===== config.mk =====
export PLATFORM = sky130hd
export DESIGN_NAME = cpu_clk_ctrl
export DESIGN_NICKNAME = d
export VERILOG_FILES = /design/src/rtl/cpu_clk_ctrl_pkg.sv /design/src/rtl/cpu_clk_ctrl_btn_debounce.sv /design/src/rtl/cpu_clk_ctrl.sv
export SDC_FILE = /design/constraint.sdc
export NUM_CORES = 1
export LEC_CHECK = 0
export CORE_MARGIN = 3
export CORE_UTILIZATION = 45
export CTS_CLUSTER_SIZE = 10
export DETAILED_ROUTE_END_ITERATION = 8
export PLACE_DENSITY = 0.77
export SYNTH_ARGS = -nofsm -noshare
export SYNTH_HDL_FRONTEND = slang
export SYNTH_HIERARCHICAL = 1
export SYNTH_SLANG_ARGS = --single-unit

===== constraint.sdc =====
create_clock -name out_clk -period 3.72 [get_ports out_clk]
set_input_delay 0.744 -clock out_clk [delete_from_list [all_inputs] [get_ports out_clk]]
set_output_delay 0.744 -clock out_clk [all_outputs]
set_load 0.05 [all_outputs]

===== src/rtl/cpu_clk_ctrl_pkg.sv =====
// Shared constants and state type for the pipeline clock-enable controller.
package cpu_clk_ctrl_pkg;

  // Divide ratio loaded at reset when the top-level parameter is not overridden.
  localparam int unsigned COUNTER_MAX    = 32'd50_000_000;

  // Default number of stable samples before the step button level changes.
  localparam int unsigned DEB_CYCLES_DEF = 1_000_000;

  typedef enum logic [1:0] {
    ST_HALT = 2'd0,
    ST_RUN  = 2'd1,
    ST_STEP = 2'd2,
    ST_BRK  = 2'd3
  } state_e;

  // The pipeline is considered halted while parked in HALT or at a breakpoint.
  function automatic logic is_halted(input state_e s);
    return (s == ST_HALT) || (s == ST_BRK);
  endfunction

endpackage


===== src/rtl/cpu_clk_ctrl_btn_debounce.sv =====
// Push-button conditioner: 2-FF synchronizer, stability counter and a
// single-cycle pulse on the debounced rising edge.
module btn_debounce #(
  parameter int unsigned DEB_CYCLES = 1_000_000
) (
  input  logic clk_i,
  input  logic rst_ni,
  input  logic btn_i,
  output logic pulse_o
);

  localparam int unsigned      CW       = (DEB_CYCLES > 1) ? $clog2(DEB_CYCLES) : 1;
  localparam logic [CW-1:0]    CNT_LAST = CW'(DEB_CYCLES - 1);

  logic          sync1_q, sync2_q;
  logic          level_q, level_d;
  logic          pulse_q, pulse_d;
  logic [CW-1:0] cnt_q,   cnt_d;

  // Count consecutive samples that differ from the debounced level; adopt the
  // new level once DEB_CYCLES of them have been seen in a row.
  always_comb begin
    level_d = level_q;
    cnt_d   = '0;
    if (sync2_q != level_q) begin
      if (cnt_q == CNT_LAST) begin
        level_d = sync2_q;
      end else begin
        cnt_d = cnt_q + CW'(1);
      end
    end
    pulse_d = ~level_q & level_d;
  end

  // Synchronizer, debounce state and edge pulse registers.
  always_ff @(posedge clk_i) begin
    if (!rst_ni) begin
      sync1_q <= 1'b0;
      sync2_q <= 1'b0;
      level_q <= 1'b0;
      cnt_q   <= '0;
      pulse_q <= 1'b0;
    end else begin
      sync1_q <= btn_i;
      sync2_q <= sync1_q;
      level_q <= level_d;
      cnt_q   <= cnt_d;
      pulse_q <= pulse_d;
    end
  end

  assign pulse_o = pulse_q;

endmodule


===== src/rtl/cpu_clk_ctrl.sv =====
// Run/step/breakpoint controller producing a one-cycle clock enable for the
// five-stage pipeline from the board clock.
module cpu_clk_ctrl
  import cpu_clk_ctrl_pkg::*;
#(
  parameter int unsigned          CNT_W       = 32,
  parameter logic [CNT_W-1:0]     DEFAULT_DIV = CNT_W'(COUNTER_MAX),
  parameter int unsigned          DEB_CYCLES  = DEB_CYCLES_DEF,
  parameter int unsigned          PC_W        = 32
) (
  input  logic             out_clk,
  input  logic             reset_n,
  input  logic             run_sw,
  input  logic             step_btn,
  input  logic             halt_req,
  input  logic             div_load,
  input  logic [CNT_W-1:0] div_val,
  input  logic             bp_en,
  input  logic [PC_W-1:0]  bp_addr,
  input  logic [PC_W-1:0]  pc,
  output logic             cpu_ce,
  output logic             halted,
  output logic             brk_hit,
  output logic [31:0]      ce_count
);

  state_e           state_q,    state_d;
  logic [CNT_W-1:0] div_q,      div_d;
  logic [CNT_W-1:0] cnt_q,      cnt_d;
  logic             skip_q,     skip_d;
  logic             ce_q,       ce_d;
  logic [31:0]      ce_count_q, ce_count_d;

  logic             step_pulse;
  logic             term;
  logic             bp_match;

  btn_debounce #(
    .DEB_CYCLES(DEB_CYCLES)
  ) u_step_deb (
    .clk_i  (out_clk),
    .rst_ni (reset_n),
    .btn_i  (step_btn),
    .pulse_o(step_pulse)
  );

  // Next-state, divider and breakpoint decisions for the control FSM.
  always_comb begin
    state_d    = state_q;
    div_d      = div_q;
    cnt_d      = '0;
    skip_d     = skip_q;
    ce_d       = 1'b0;
    ce_count_d = ce_count_q + {31'b0, ce_q};

    // A divide ratio of zero behaves as one: terminal count every cycle.
    term     = (div_q == '0) || (cnt_q == div_q - CNT_W'(1));
    bp_match = bp_en && (pc == bp_addr);

    unique case (state_q)
      ST_HALT: begin
        if (step_pulse) begin
          state_d = ST_STEP;
        end else if (run_sw) begin
          state_d = ST_RUN;
        end
      end

      ST_RUN: begin
        if (!run_sw || halt_req) begin
          state_d = ST_HALT;
        end else if (div_load) begin
          cnt_d = '0;
        end else if (term) begin
          if (bp_match && !skip_q) begin
            state_d = ST_BRK;
          end else begin
            ce_d   = 1'b1;
            skip_d = 1'b0;
          end
        end else begin
          cnt_d = cnt_q + CNT_W'(1);
        end
      end

      ST_STEP: begin
        ce_d    = 1'b1;
        state_d = ST_HALT;
      end

      ST_BRK: begin
        // Re-arm runs through HALT: run_sw low parks in HALT with bp_skip set,
        // run_sw high then resumes RUN past the breakpoint instruction once.
        if (step_pulse) begin
          state_d = ST_STEP;
        end else if (!run_sw) begin
          state_d = ST_HALT;
          skip_d  = 1'b1;
        end
      end

      default: begin
        state_d = ST_HALT;
      end
    endcase

    if (div_load) begin
      div_d = div_val;
      cnt_d = '0;
    end
  end

  // Control state, divider and enable registers.
  always_ff @(posedge out_clk) begin
    if (!reset_n) begin
      state_q    <= ST_HALT;
      div_q      <= DEFAULT_DIV;
      cnt_q      <= '0;
      skip_q     <= 1'b0;
      ce_q       <= 1'b0;
      ce_count_q <= '0;
    end else begin
      state_q    <= state_d;
      div_q      <= div_d;
      cnt_q      <= cnt_d;
      skip_q     <= skip_d;
      ce_q       <= ce_d;
      ce_count_q <= ce_count_d;
    end
  end

  assign cpu_ce   = ce_q;
  assign halted   = is_halted(state_q);
  assign brk_hit  = (state_q == ST_BRK);
  assign ce_count = ce_count_q;

endmodule


==> metrics.md, run 1 <==
| Metric | Value |
|---|---|
| Status | `complete, no violations` |
| CP startpoint kind | `flop` |
| Most common cell after layout, fill and taps aside | `clkdlybuf4s50_1` |
| DR iter-0 viols | `284` |
| Clock latency on the worst-skew pair | `0.42 ns` |
| Router iterations before antenna repair | `4` |
| Clk buf depth | `2` |
| Yosys cell types | `61` |
| PortBufs | `137` |
| Fin nets | `1044` |
| Worst slew pin tran | `0.715 ns` |
| Routed met2 length | `8.14 mm` |
| DRC | `0` |
| Max transition margin | `51.9%` |
| Largest stage delay on the critical path | `0.54 ns` |
| Initial Util | `47.0%` |
| Final-report hold violation count | `0` |
| CTS Buf Count | `17` |
| Worst setup EP type | `flop` |
| Buf/Inv on CP | `2` |
| Highest Signal Layer | `met4` |
| M1 WL | `8.06 mm` |
| Peak supply drop | `0.336 mV` |
| GRT Total Usage | `20.8%` |
| CP max stage cell | `or3b_2` |
| Setup total negative slack | `0 ns` |
| CTS tree | `done` |
| Most used DFF post-synth | `dfxtp_1` |
| Power per cell area | `383 nW/um2` |
| Cell chain of the critical path | `inv_1 > ha_1 > or3b_2 > nor4_4 > nand2_1 > o31a_1 > nor4_1 > nand4_1 > or3_4 > nand3_4 > buf_12 > nor2_1` |
| Post-Route WL | `17.1 mm` |
| Clock power share | `46.6%` |
| Pins Over Slew Limit | `0` |
| Sequential power share | `40.1%` |
| CP max FO | `14` |
| First-pass GRT wire length | `28.4 mm` |
| Synth Warn # | `6` |
| Rows | `44` |
| Fin Clk Skew | `0.00637 ns` |
| Placed standard-cell area | `8510 um2` |
| Routed Antenna Nets | `0` |
| Worst hold path class | `reg -> reg` |
| Layout area overhead | `30.4%` |
| Mapped cell area | `6990 um2` |
| Fin area | `9110 um2` |
| Yosys reg bits | `124` |
| Largest area contributor in the netlist | `dfxtp_1` |
| EDFF count, synth | `0` |
| WL met3 | `619 um` |
| P_int | `2.61 mW` |
| Crit path required time | `4.03 ns` |
| Vias in the first global route | `5826` |
| WL/cell | `15.1 um` |
| LEAKAGE | `3.18 nW` |
| Initial antenna violation count | `0` |
| N_diodes | `0` |
| Grt total ovfl | `0` |
| Hold_buf cts | `0` |
| RSZ-0062 raised after global routing | `false` |
| Post-synth ARST share | `0%` |
| Die area | `17100 um2` |
| Comb power frac | `13.3%` |
| Clock Root Buffer | `clkbuf_16` |
| Vias per inst | `5.28` |
| Die W | `131 um` |
| Via Count | `5960` |
| Fillers | `1244` |
| IO Count | `138` |
| Clock Sinks | `124` |
| Largest delay share family, worst path | `simple AND/OR/NAND/NOR gates` |
| Tcrit/Tclk final | `93.9%` |
| Core Area | `14900 um2` |
| Net switching share of the total power | `25.3%` |
| Min cycle time layout | `3.49 ns` |
| FMAX | `0.286 GHz` |
| Max cap viols | `0` |
| Ranking of synthesized cells by area | `dfxtp_1 (36%), xnor2_1 (13%), xor2_1 (5.1%), mux2i_1 (4.7%), nand3_1 (3.1%)` |
| # H-tree levels | `4` |
| Commonest cells after routing, fill and taps aside | `clkdlybuf4s50_1 (135), dfxtp_1 (124), xnor2_1 (102), nand2_1 (52), nor2_1 (50)` |
| Share of cells above drive strength 1 | `9.85%` |
| Arr. time, crit path | `3.81 ns` |
| Top-area cell type share of the netlist area | `35.5%` |
| Final estimated routing congestion in global placement | `0.931` |
| Synth Area per Inst | `8.80 um2` |
| CTS clock-pin slew for the worst setup and hold paths | `0.06 ns` |
| NetSw | `884 uW` |
| Post-synthesis cell count | `794` |
| Critical path class | `reg -> reg` |
| Syn Nets | `907` |
| Overall die height | `131 um` |
| # setup viols final | `0` |
| Largest net degree at the start of global routing | `34` |
| Hpwl dp | `12.9 mm` |
| Sequential area share after synthesis | `35.5%` |
## power groups by stage
stage          combinational, mW  clock (mW)  sequential [mW]
6_report                   0.463        1.63             1.40
5_1_grt                    0.508        1.73             1.41
4_1_cts                    0.463        1.66             1.40
3_5_place_dp               0.460           0             1.43
3_3_place_gp               0.458           0             1.43
2_1_floorplan              0.275           0             1.42
## area by class of cell
class	count	area (um2)	area share, %
Clock buffer	19	443	4.86
Clock inverter	13	143	1.56
Inverter	16	60.1	0.659
Multi-Input combinational cell	622	4270	46.9
Sequential cell	124	2480	27.2
Tap cell	184	230	2.53
Timing Repair Buffer	150	1480	16.3
## per-stage QoR
step	hold slack, ns	std cells	utilization (%)	setup WS, ns	total power, mW
after floorplan	0.412	794	-	0.497	1.69
after global placement	0.413	1096	57.3	0.297	1.89
after detailed placement	0.421	1096	57.3	0.171	1.89
after CTS	0.454	1128	61.2	0.163	3.53
after global routing	0.460	1128	61.3	0.0230	3.65
final	0.457	1128	61.3	0.228	3.49
## Yosys cell counts (18+ instances only)
| cell | instances |
|---|---|
| nor2_2 | 31 |
| xnor2_1 | 102 |
| mux2i_1 | 33 |
| and2_1 | 31 |
| nand2_1 | 52 |
| clkbuf_1 | 21 |
| nand3_1 | 43 |
| nor2_1 | 50 |
| and3_1 | 20 |
| nor2b_1 | 25 |
| xor2_1 | 41 |
| nor4_1 | 18 |
| nand4_1 | 28 |
| a21oi_1 | 18 |
| dfxtp_1 | 124 |
## flip-flops by register name (all words and copies together), names as in the netlist, 2 cells and up
register,cells
ce_count,32
state_q,2
cnt_q,32
div_q,32
u_step_deb/cnt_q,20
## per-layer routing
| layer | global-route usage [%] | vias to the layer above |
|---|---|---|
| li1 | - | 3034 |
| met1 | 27.3 | 2804 |
| met2 | 33.1 | 107 |
| met3 | 5.53 | 15 |
| met4 | 7.02 | 0 |
| met5 | 0 | - |
## what timing repair did
item                                    4_1_cts  5_1_grt
endpoints found under the hold margin         0        0
gates resized for setup                       0        4
endpoints found under the setup margin        0       27
setup buffers                                 0        0
## worst paths after layout
kind                                 start                       endpoint  slack (ns)  depth (start not counted)
max reg2reg          div_q[0]$_SDFFE_PN0P_            cnt_q[2]$_SDFF_PP0_        0.23                         12
min reg2reg  u_step_deb/sync1_q$_SDFF_PN0_  u_step_deb/sync2_q$_SDFF_PN0_        0.46                          1
max                  div_q[0]$_SDFFE_PN0P_            cnt_q[2]$_SDFF_PP0_        0.23                         12
min          u_step_deb/sync1_q$_SDFF_PN0_  u_step_deb/sync2_q$_SDFF_PN0_        0.46                          1
## kinds of logic (layout without fill, tap and decap cells)
kind of cell	after synthesis	count (layout)	synth area share [%]
AND/OR/NAND/NOR	364	364	29.4
flip-flops	124	124	35.5
AO/OA/AOI/OAI	71	71	6.89
multiplexers	34	34	4.89
XOR/XNOR	143	143	17.9
adder cells (fa/ha/maj)	10	10	1.79
buffers and inverters	48	198	3.58
Power figures use the tool's default switching activity.
==> run 2: changes to the inputs <==
- HOLD_SLACK_MARGIN: unset -> 0.02
==> results of run 2 <==
Same layout as run 1: the final DEF is identical, and so are final timing and power.
==> run 3: changes to the inputs <==
- clock period: 3.72 -> 3.69 ns (I/O delays scaled with it)
==> run 3 against run 2 <==
Hold slack got worse by 0.0027 ns. Utilization grew 0.56 points. Clock skew hardly changed. Largest cell class unchanged. Critical endpoint is now state_q[1]$_SDFFE_PN0P_. Critical path type unchanged.
==> metrics.md, run 3 (synthesis results as in run 1) <==
| Metric | Value |
|---|---|
| Via Count | `5989` |
| IO Count | `138` |
| NetSw | `886 uW` |
| CP max FO | `6` |
| Arr. time, crit path | `3.75 ns` |
| DR iter-0 viols | `378` |
| Worst hold path class | `reg -> reg` |
| Layout area overhead | `31.6%` |
| # setup viols final | `0` |
| Clk buf depth | `2` |
| Multi-input logic area | `4280 um2` |
| Max transition margin | `42.7%` |
| Max cap viols | `0` |
| Crit path required time | `4.02 ns` |
| Hold_buf cts | `0` |
| FF-to-FF Start | `div_q[0]$_SDFFE_PN0P_` |
| GRT Total Usage | `20.9%` |
| CTS clock-pin slew for the worst setup and hold paths | `0.06 ns` |
| Grt total ovfl | `0` |
| N_diodes | `0` |
| Critical path class | `reg -> reg` |
| Comb power frac | `12.8%` |
| Most common cell after layout, fill and taps aside | `clkdlybuf4s50_1` |
| Vias per inst | `5.30` |
| Commonest cells after routing, fill and taps aside | `clkdlybuf4s50_1 (135), dfxtp_1 (124), xnor2_1 (102), nand2_1 (52), nor2_1 (50)` |
| Sequential power share | `38.4%` |
| Router iterations before antenna repair | `4` |
| Setup total negative slack | `0 ns` |
| Hpwl dp | `12.8 mm` |
| Power per cell area | `399 nW/um2` |
| Clock power share | `48.8%` |
| Fin Clk Skew | `0.00622 ns` |
| First-pass GRT wire length | `28.6 mm` |
| Die W | `131 um` |
| Share of cells above drive strength 1 | `10.5%` |
| Pins Over Slew Limit | `0` |
| Peak supply drop | `0.348 mV` |
| Clock Root Buffer | `clkbuf_16` |
| Fillers | `1272` |
| RSZ-0062 raised after global routing | `false` |
| Reg area | `2480 um2` |
| Core Area | `14900 um2` |
| Final-report hold violation count | `0` |
| CTS tree | `done` |
| Routed Antenna Nets | `0` |
| Min-Delay Startpoint | `u_step_deb/sync1_q$_SDFF_PN0_` |
| FMAX | `0.292 GHz` |
| Vias in the first global route | `5704` |
| Setup crit start | `div_q[0]$_SDFFE_PN0P_` |
| LEAKAGE | `3.22 nW` |
| Min cycle time layout | `3.42 ns` |
| Status | `complete, no violations` |
| Worst slew pin tran | `0.851 ns` |
| Fin nets | `1047` |
| WHS | `0.454 ns` |
| P_int | `2.79 mW` |
| Largest net degree at the start of global routing | `56` |
| Final estimated routing congestion in global placement | `0.923` |
| Post-Route WL | `17.2 mm` |
| Dpl cells | `1097` |
| WL/cell | `15.2 um` |
| Non-filler cells, final | `1131` |
| Net switching share of the total power | `24.1%` |
| Clock latency on the worst-skew pair | `0.42 ns` |
| PortBufs | `137` |
| Clock Sinks | `124` |
| DRC | `0` |
| Worst setup EP type | `flop` |
| CP startpoint kind | `flop` |
| CTS Buf Count | `17` |
| Initial antenna violation count | `0` |
| Tcrit/Tclk final | `92.7%` |
| Overall die height | `131 um` |
| # H-tree levels | `4` |
| Initial Util | `47.0%` |
| Die area | `17100 um2` |
| Rows | `44` |
run 3: changes by cell type in the layout (fill, tap and decap cells not counted):
cell	previous run	this run
clkinvlp_4	2	4
clkbuf_1	1	0
o31ai_4	1	0
nor4_2	0	2
nor4_1	18	16
bufinv_16	2	4
o31ai_2	0	1
clkinv_2	3	1
buf_4	11	14
clkinv_4	4	3
clkbuf_8	1	2
inv_6	2	1
run 3: layer usage:
layer  vias up  wire length [um]  global-route usage, %
met4         0               274                   7.02
met3        21               648                   4.15
met5         -                 0                      0
li1       3044                 -                      -
met1      2806              7910                   27.7
met2       118              8360                   34.3
run 3: critical path, cell delays in order, from the launching register on:
cell and delay, ns:
dfxtp_1 0.36, inv_1 0.07, ha_1 0.18, or3b_2 0.54, nor4_4 0.37, nand2_1 0.18
o31a_1 0.32, nor4_2 0.24, nand4_1 0.18, o31ai_2 0.28, mux2_1 0.36, a211oi_1 0.24
run 3: stage by stage:
stage / setup WS [ns] / power [mW] / util (%) / instance area [um2]
2_1_floorplan: 0.467 / 1.71 / - / 6990
3_3_place_gp: 0.243 / 1.90 / 57.3 / 8520
3_5_place_dp: 0.0747 / 1.90 / 57.3 / 8520
4_1_cts: 0.0533 / 3.71 / 61.6 / 9160
5_1_grt: 0.0127 / 3.81 / 61.9 / 9200
6_report: 0.270 / 3.67 / 61.9 / 9200
run 3: final timing paths:
check / endpoint / depth (start not counted) / slack, ns
worst max-delay path: state_q[1]$_SDFFE_PN0P_ / 11 / 0.27
worst min-delay path: u_step_deb/sync2_q$_SDFF_PN0_ / 1 / 0.45
worst max register to register: state_q[1]$_SDFFE_PN0P_ / 11 / 0.27
worst min register to register: u_step_deb/sync2_q$_SDFF_PN0_ / 1 / 0.45
run 3: power by group through the flow:
stage	registers (mW)	clock network (mW)	logic (mW)
after floorplan	1.43	0	0.277
after global placement	1.44	0	0.463
after detailed placement	1.44	0	0.464
after CTS	1.41	1.83	0.468
after global routing	1.42	1.88	0.515
final	1.41	1.79	0.470
run 3: what timing repair did:
| action | CTS | global route |
|---|---|---|
| setup buffers | 0 | 2 |
| gates resized for setup | 0 | 5 |
| setup endpoints to repair | 0 | 33 |
run 3: final cells by class:
type	count	area share, %
Tap cell	184	2.50
Clock buffer	19	4.92
Sequential cell	124	27.0
Inverter	16	0.653
Clock inverter	13	2.07
Multi-Input combinational cell	622	46.5
Timing Repair Buffer	153	16.4
